### src/rtl/pc_ctrl.sv
// Program-counter controller: sequential fetch, redirects, stall, trap entry/return,
// misaligned-target detection and a double-fault halt state.
module pc_ctrl #(
  parameter int unsigned          XLEN        = 32,
  parameter logic [XLEN-1:0]      RESET_VEC   = '0,
  parameter logic [XLEN-1:0]      TRAP_VEC    = XLEN'(32'h100),
  parameter int unsigned          IALIGN_BITS = 2
) (
  input  logic            clk,
  input  logic            rst_n,
  input  logic            stall,
  input  logic            sel_next_pc_alu_out,
  input  logic [XLEN-1:0] alu_out,
  input  logic            trap_req,
  input  logic            mret,
  output logic [XLEN-1:0] pc_out,
  output logic [XLEN-1:0] pc_plus4,
  output logic            pc_valid,
  output logic [XLEN-1:0] epc_out,
  output logic            misalign,
  output logic            in_handler,
  output logic            halted
);

  typedef enum logic [1:0] {
    BOOT    = 2'd0,
    RUN     = 2'd1,
    HANDLER = 2'd2,
    HALT    = 2'd3
  } state_t;

  localparam logic [XLEN-1:0] ALIGN_MASK = XLEN'((64'd1 << IALIGN_BITS) - 64'd1);

  state_t          state_r;
  state_t          state_next_s;
  logic [XLEN-1:0] pc_r;
  logic [XLEN-1:0] pc_next_s;
  logic [XLEN-1:0] epc_r;
  logic [XLEN-1:0] epc_next_s;
  logic            misalign_r;
  logic            misalign_next_s;
  logic            pc_valid_r;
  logic            in_handler_r;
  logic            halted_r;
  logic [XLEN-1:0] pc_plus4_s;
  logic            bad_redirect_s;

  assign pc_plus4_s     = pc_r + XLEN'(4);
  assign bad_redirect_s = sel_next_pc_alu_out && ((alu_out & ALIGN_MASK) != '0);

  // State register and all registered outputs
  always_ff @(posedge clk) begin
    if (!rst_n) begin
      state_r      <= BOOT;
      pc_r         <= RESET_VEC;
      epc_r        <= '0;
      misalign_r   <= 1'b0;
      pc_valid_r   <= 1'b0;
      in_handler_r <= 1'b0;
      halted_r     <= 1'b0;
    end else begin
      state_r      <= state_next_s;
      pc_r         <= pc_next_s;
      epc_r        <= epc_next_s;
      misalign_r   <= misalign_next_s;
      pc_valid_r   <= (state_next_s == RUN) || (state_next_s == HANDLER);
      in_handler_r <= (state_next_s == HANDLER);
      halted_r     <= (state_next_s == HALT);
    end
  end

  // Next-state selection
  always_comb begin
    state_next_s = state_r;
    case (state_r)
      BOOT: state_next_s = RUN;
      RUN: begin
        if (trap_req || bad_redirect_s) begin
          state_next_s = HANDLER;
        end else begin
          state_next_s = RUN;
        end
      end
      HANDLER: begin
        if (trap_req || bad_redirect_s) begin
          state_next_s = HALT;
        end else if (mret) begin
          state_next_s = RUN;
        end else begin
          state_next_s = HANDLER;
        end
      end
      HALT:    state_next_s = HALT;
      default: state_next_s = BOOT;
    endcase
  end

  // Next PC / EPC / misalign; a double fault freezes the PC where it faulted
  always_comb begin
    pc_next_s       = pc_r;
    epc_next_s      = epc_r;
    misalign_next_s = 1'b0;
    case (state_r)
      BOOT: pc_next_s = RESET_VEC;
      RUN: begin
        if (trap_req) begin
          pc_next_s  = TRAP_VEC;
          epc_next_s = pc_r;
        end else if (bad_redirect_s) begin
          pc_next_s       = TRAP_VEC;
          epc_next_s      = pc_r;
          misalign_next_s = 1'b1;
        end else if (sel_next_pc_alu_out) begin
          pc_next_s = alu_out;
        end else if (stall) begin
          pc_next_s = pc_r;
        end else begin
          pc_next_s = pc_plus4_s;
        end
      end
      HANDLER: begin
        if (trap_req) begin
          pc_next_s = pc_r;
        end else if (bad_redirect_s) begin
          pc_next_s       = pc_r;
          misalign_next_s = 1'b1;
        end else if (mret) begin
          pc_next_s = epc_r;
        end else if (sel_next_pc_alu_out) begin
          pc_next_s = alu_out;
        end else if (stall) begin
          pc_next_s = pc_r;
        end else begin
          pc_next_s = pc_plus4_s;
        end
      end
      HALT:    pc_next_s = pc_r;
      default: pc_next_s = RESET_VEC;
    endcase
  end

  assign pc_out     = pc_r;
  assign pc_plus4   = pc_plus4_s;
  assign epc_out    = epc_r;
  assign misalign   = misalign_r;
  assign pc_valid   = pc_valid_r;
  assign in_handler = in_handler_r;
  assign halted     = halted_r;

endmodule
### config.mk
export PLATFORM = sky130hd
export DESIGN_NAME = pc_ctrl
export DESIGN_NICKNAME = d
export VERILOG_FILES = /design/src/rtl/pc_ctrl.sv
export SDC_FILE = /design/constraint.sdc
export NUM_CORES = 1
export LEC_CHECK = 0
export ABC_AREA = 1
export CORE_MARGIN = 2
export CORE_UTILIZATION = 40
export DETAILED_ROUTE_END_ITERATION = 16
export PLACE_DENSITY = 0.69
export SYNTH_ARGS = -nofsm -noshare
export SYNTH_HDL_FRONTEND = slang
export SYNTH_SLANG_ARGS = --single-unit
export TNS_END_PERCENT = 1
### constraint.sdc
create_clock -name clk -period 5.3 [get_ports clk]
set_input_delay 0.795 -clock clk [delete_from_list [all_inputs] [get_ports clk]]
set_output_delay 0.795 -clock clk [all_outputs]
set_load 0.01 [all_outputs]
==> results of run 1 <==
-- where the power goes --
part | total [mW] | internal (mW) | leakage [nW] | switching, mW
Combinational | 0.293 | 0.128 | 1.77 | 0.165
Clock | 0.678 | 0.438 | 0.162 | 0.241
Sequential | 0.588 | 0.560 | 0.570 | 0.0286
Total | 1.56 | 1.13 | 2.50 | 0.434
-- cell families (layout without fill, tap and decap cells) --
group | Yosys count | count (layout) | synth area share [%]
simple gates | 410 | 410 | 38.2
compound gates | 145 | 145 | 16.8
buf+inv | 96 | 216 | 8.90
flops | 70 | 70 | 30.8
xor+xnor | 12 | 12 | 3.46
fa+ha+maj | 7 | 7 | 1.92
-- state kept, by name (all words and copies together), names as in the netlist --
signal / flops
misalign: 1
state_r: 2
halted: 1
in_handler: 1
pc_out: 32
epc_out: 32
pc_valid: 1
-- metrics by stage --
step                      area [sq um]  power (mW)  instances
after floorplan                   4560       0.749        740
after global placement            5960       0.883        984
after detailed placement          5960       0.889        984
after CTS                         6290        1.57       1000
after global routing              6290        1.62       1000
final                             6290        1.56       1000
-- metal layers --
| metal | vias to the layer above | track usage [%] |
|---|---|---|
| li1 | 2581 | - |
| met1 | 2417 | 34.7 |
| met2 | 227 | 40.4 |
| met3 | 16 | 4.87 |
| met4 | 0 | 7.17 |
| met5 | - | 0 |
-- tightest hold or removal path: cells and delay by family, from the launching register on --
kind	cells	cell delay, ns
AO/OA/AOI/OAI	1	0.06
flip-flops	1	0.30
buffers and inverters	1	0.06
-- final cells by class --
type	count	area [sq um]
Clock buffer	11	253
Inverter	56	210
Sequential cell	70	1400
Clock inverter	5	81.3
Multi-Input combinational cell	574	2750
Tap cell	140	175
Timing Repair Buffer	144	1420
Fill cell	1077	4690
-- placed cells by master, fill, tap and decap left out, drive strengths merged --
master / n
dfxtp: 70
and2: 9
nor4: 2
inv: 55
nand2: 250
o22ai: 4
xnor2: 5
clkbuf: 11
clkdlybuf4s50: 137
nor3: 1
buf: 7
nand3b: 1
a22oi: 1
a31oi: 1
nand4: 1
a21oi: 83
nor2: 112
xor2: 7
o21ai: 54
bufinv: 2
o211ai: 2
clkinvlp: 1
clkinv: 3
ha: 7
nand3: 34
-- worst max path at each step --
stage,start,end,slack (ns),cells after the start
6_report,sel_next_pc_alu_out,pc_out[28],1.96,10
4_1_cts,pc_out[18],pc_plus4[23],2.02,8
5_1_grt,sel_next_pc_alu_out,pc_out[16],1.82,10
3_3_place_gp,sel_next_pc_alu_out,pc_out[15],1.87,10
3_5_place_dp,sel_next_pc_alu_out,pc_out[31],1.72,10
2_1_floorplan,pc_out[3],pc_plus4[26],3.07,7
==> flow_metrics.env, run 1 <==
export IMPL_via_per_inst=5.24
export IMPL_drc=0
export IMPL_fin_ws_ns=1.96
export IMPL_fin_nets=900
export IMPL_coreArea_sq_um=11000
export IMPL_synth_area_leaders="dfxtp_1, nand2_1, a21oi_1"
export IMPL_hold_end="epc_out[1]"
export IMPL_cp_cell_sequence="clkdlybuf4s50_1, buf_4, o21ai_1, nand2_1, a21oi_1, inv_2, nor2_2, buf_4, nand2_1, a21oi_1"
export IMPL_synth_warnings=0
export IMPL_ctsHoldBuffers=0
export IMPL_cts_setup_buffers=0
export IMPL_gp_congestion=0.910
export IMPL_num_vias=5241
export IMPL_synth_seq_cells=70
export IMPL_setup_tns_ns=0
export IMPL_synth_area_sq_um=4560
export IMPL_die_y_um=111
export IMPL_min_from="epc_out[1]"
export IMPL_start_util_pct=41.5
export IMPL_met2_length_um=7110
export IMPL_ant_nets=0
export IMPL_synth_top_area_share_pct=30.8
export IMPL_area_growth_pct=38.1
export IMPL_worst_pin_slew_ns=1.10
export IMPL_cp_required_ns=5.57
export IMPL_period_needed_ns=3.34
export IMPL_hold_depth=2
export IMPL_grt_overflow=0
export IMPL_cap_violations=0
export IMPL_rsz0062_at_grt="false"
export IMPL_grt_pass1_wl_um=25500
export IMPL_synth_flop_cell="dfxtp_1"
export IMPL_finalSetupViolCount=0
export IMPL_crit_family="buffers and inverters"
export IMPL_clock_sinks=70
export IMPL_n_antenna_cell=0
export IMPL_r2r_start="state_r[0]"
export IMPL_hpwlAfterDp_um=11100
export IMPL_synth_edf_count=0
export IMPL_drtIter0Drc=357
export IMPL_cts_root_buf="clkbuf_16"
export IMPL_die_w_um=111
export IMPL_highest_layer="met4"
export IMPL_drive_above_1_share_pct=7.56
export IMPL_power_density_nw_per_um2=248
export IMPL_grt_pass1_vias=4993
export IMPL_cpMaxStageDelayCell="nor2_2"
export IMPL_ioPinCount=138
export IMPL_status="finished clean"
export IMPL_hold_violations=0
export IMPL_hold_path_class="register to register"
export IMPL_critical_path_arrival_ns=3.60
export IMPL_routedWlPerCell_um=15.8
export IMPL_clk_path_buf_depth=2
export IMPL_clock_latency_ns=0.34
export IMPL_met3_length_um=1150
export IMPL_r2r_setup_slack_ns=2.69
export IMPL_worstPathMaxFanout=34
export IMPL_syn_num_nets=785
export IMPL_drtPass1Iterations=5
export IMPL_holdWs_ns=0.466
export IMPL_relSlewSlack_pct=26.6
export IMPL_period_share_pct=63.0
export IMPL_r2r_end="pc_out[28]"
export IMPL_cellLeakagePower_nw=2.50
export IMPL_cp_end_kind="register"
export IMPL_r2r_cells=8
export IMPL_cp_start_kind="input port"
export IMPL_ys_seq_area_share_pct=30.8
export IMPL_finalClockSkew_ns=0.00742
export IMPL_synth_cells=740
export IMPL_dp_slack_ns=1.72
export IMPL_grt_antenna_before_repair=0
export IMPL_finish_utilization_pct=57.3
export IMPL_h_tree_depth=3
export IMPL_ys_types=35
export IMPL_crit_buf_inv=4
export IMPL_drv_slew=0
export IMPL_drt_total_wl_um=15800
export IMPL_grt_max_degree=41
export IMPL_synth_async_sr_flop_share_pct=0
export IMPL_cts_tree="built"
export IMPL_gr_usage_all_layers_pct=25.2
export IMPL_die_area_sq_um=12300
export IMPL_io_buffers=137
export IMPL_synth_most_common_cell="nand2_1"
export IMPL_slowest_delay_ns=0.67
export IMPL_criticalPathCategory="input port to register"
export IMPL_synth_commonest_cells="nand2_1, nor2_1, a21oi_1, dfxtp_1, inv_1"
export IMPL_synth_area_leader_cell="dfxtp_1"
export IMPL_fmax_mhz=300
export IMPL_cts_resized=0
export IMPL_postSynthAreaPerCell_sq_um=6.16
export IMPL_max_vdd_ir_drop_mv=0.118
export IMPL_clkTransAtPathRegs_ns=0.06
export IMPL_met1_length_um=7370
export IMPL_rows=38
export IMPL_numCtsBuffers=9
(Power assumes the default switching activity.)
==> run 2: changes to the inputs <==
clock period = 3.15 ns   (was 5.3 ns; I/O delays follow)
==> flow_metrics.env, run 2 (synthesized netlist as in run 1, its figures left out) <==
export IMPL_switching_share_pct=27.9
export IMPL_worst_pin_slew_ns=0.770
export IMPL_die_area_sq_um=12300
export IMPL_cp_required_ns=2.68
export IMPL_power_frac_clock_pct=41.7
export IMPL_r2r_setup_slack_ns=0.75
export IMPL_power_density_nw_per_um2=407
export IMPL_drtPass1Iterations=5
export IMPL_cts_tree="built"
export IMPL_cts_setup_buffers=0
export IMPL_clock_latency_ns=0.34
export IMPL_period_needed_ns=2.96
export IMPL_hold_violations=0
export IMPL_period_share_pct=94.1
export IMPL_multiInputGateArea_sq_um=2750
export IMPL_finalNonFillerCells=1007
export IMPL_fin_nets=908
export IMPL_area_growth_pct=38.8
export IMPL_coreArea_sq_um=11000
export IMPL_num_vias=5297
export IMPL_hpwlAfterDp_um=11500
export IMPL_final_area_sq_um=6330
export IMPL_slowest_delay_ns=0.54
export IMPL_gp_congestion=0.892
export IMPL_routedWlPerCell_um=16.0
export IMPL_criticalPathCategory="register to output pin"
export IMPL_r2r_start="state_r[0]"
export IMPL_rows=38
export IMPL_cellLeakagePower_nw=2.52
export IMPL_status="finished clean"
export IMPL_drv_slew=0
export IMPL_finalSetupViolCount=0
export IMPL_cts_resized=0
export IMPL_h_tree_depth=3
export IMPL_grt_pass1_vias=5100
export IMPL_grt_antenna_before_repair=0
export IMPL_regArea_sq_um=1400
export IMPL_gr_usage_all_layers_pct=26.3
export IMPL_dp_cells=992
export IMPL_ctsHoldBuffers=0
export IMPL_p_sw_mw=0.720
export IMPL_clock_sinks=70
export IMPL_startpoint="pc_out[3]"
export IMPL_intPower_mw=1.86
export IMPL_grt_overflow=0
export IMPL_via_per_inst=5.26
export IMPL_relSlewSlack_pct=48.6
export IMPL_n_antenna_cell=0
export IMPL_cts_root_buf="clkbuf_16"
export IMPL_drive_above_1_share_pct=8.07
export IMPL_drt_total_wl_um=16100
export IMPL_combPwrFrac_pct=19.9
export IMPL_placed_area_sq_um=6020
export IMPL_worstPathMaxFanout=7
export IMPL_cp_end_kind="output pin"
export IMPL_rsz0062_at_grt="false"
export IMPL_min_from="epc_out[2]"
export IMPL_max_vdd_ir_drop_mv=0.285
export IMPL_cp_start_kind="register"
export IMPL_layout_commonest_cell="nand2_1"
export IMPL_clk_path_buf_depth=2
export IMPL_seqPwrFrac_pct=38.4
export IMPL_cp_cell_sequence="ha_1, nand2_2, nor2_4, nand2_4, nor2_4, nand2_1, nand2_1, and2_1, clkdlybuf4s50_1"
export IMPL_setup_tns_ns=0
export IMPL_cap_violations=0
export IMPL_n_fill_cell=1103
export IMPL_die_w_um=111
export IMPL_start_util_pct=41.5
export IMPL_drc=0
export IMPL_drtIter0Drc=373
export IMPL_ioPinCount=138
export IMPL_grt_pass1_wl_um=26300
export IMPL_finalClockSkew_ns=0.00482
export IMPL_die_y_um=111
export IMPL_critical_path_arrival_ns=2.49
export IMPL_hold_path_class="register to register"
export IMPL_io_buffers=137
export IMPL_fmax_mhz=338
export IMPL_clkTransAtPathRegs_ns=0.06
export IMPL_numCtsBuffers=9
export IMPL_ant_nets=0
export IMPL_cpMaxStageDelayCell="clkdlybuf4s50_1"
export IMPL_mostFrequentLayoutCells="nand2_1, clkdlybuf4s50_1, nor2_1, a21oi_1, dfxtp_1"
export IMPL_grt_max_degree=36
export IMPL_holdWs_ns=0.473
[run 2: worst paths after layout]
check	endpoint	depth (start not counted)
worst min-delay path	epc_out[2]	2
worst max-delay path	pc_plus4[26]	9
worst max register to register	halted	9
worst min register to register	epc_out[2]	2
[run 2: final cells by class]
class / instances / area share (%)
flip-flops and latches: 70 / 22.2
repair buffers: 152 / 23.5
clock buffers: 11 / 3.68
inverters: 56 / 3.32
multi-input cells: 574 / 43.5
clock inverters: 4 / 1.15
well taps: 140 / 2.77
[run 2: power groups by stage]
stage          clock network (mW)  logic (mW)  registers [mW]
2_1_floorplan                   0       0.239            1.02
3_5_place_dp                    0       0.505            1.01
5_1_grt                      1.12       0.559           0.997
4_1_cts                      1.09       0.509           0.988
3_3_place_gp                    0       0.498            1.01
6_report                     1.07       0.512           0.989
[run 2: per-layer routing]
metal	wire (um)	part of all wire, %	vias up	track usage, %
met4	268	1.7	0	10.2
li1	-	-	2605	-
met5	0	0	-	0
met3	1170	7.3	21	3.50
met2	7300	45	240	42.5
met1	7410	46	2431	35.6
[run 2: critical path: cells and delay by family, from the launching register on]
family	cells	cell delay (ns)
flip-flops	1	0.47
AND/OR/NAND/NOR	7	0.90
adder cells (fa/ha/maj)	1	0.25
buffers and inverters	1	0.54
[run 2: through the flow]
stage / power [mW] / utilization (%) / worst slack (ns)
6_report: 2.58 / 57.6 / 0.187
3_3_place_gp: 1.50 / 54.8 / 0.597
2_1_floorplan: 1.26 / - / 1.24
3_5_place_dp: 1.51 / 54.8 / 0.530
5_1_grt: 2.67 / 57.6 / 0.0627
4_1_cts: 2.58 / 57.6 / 0.214
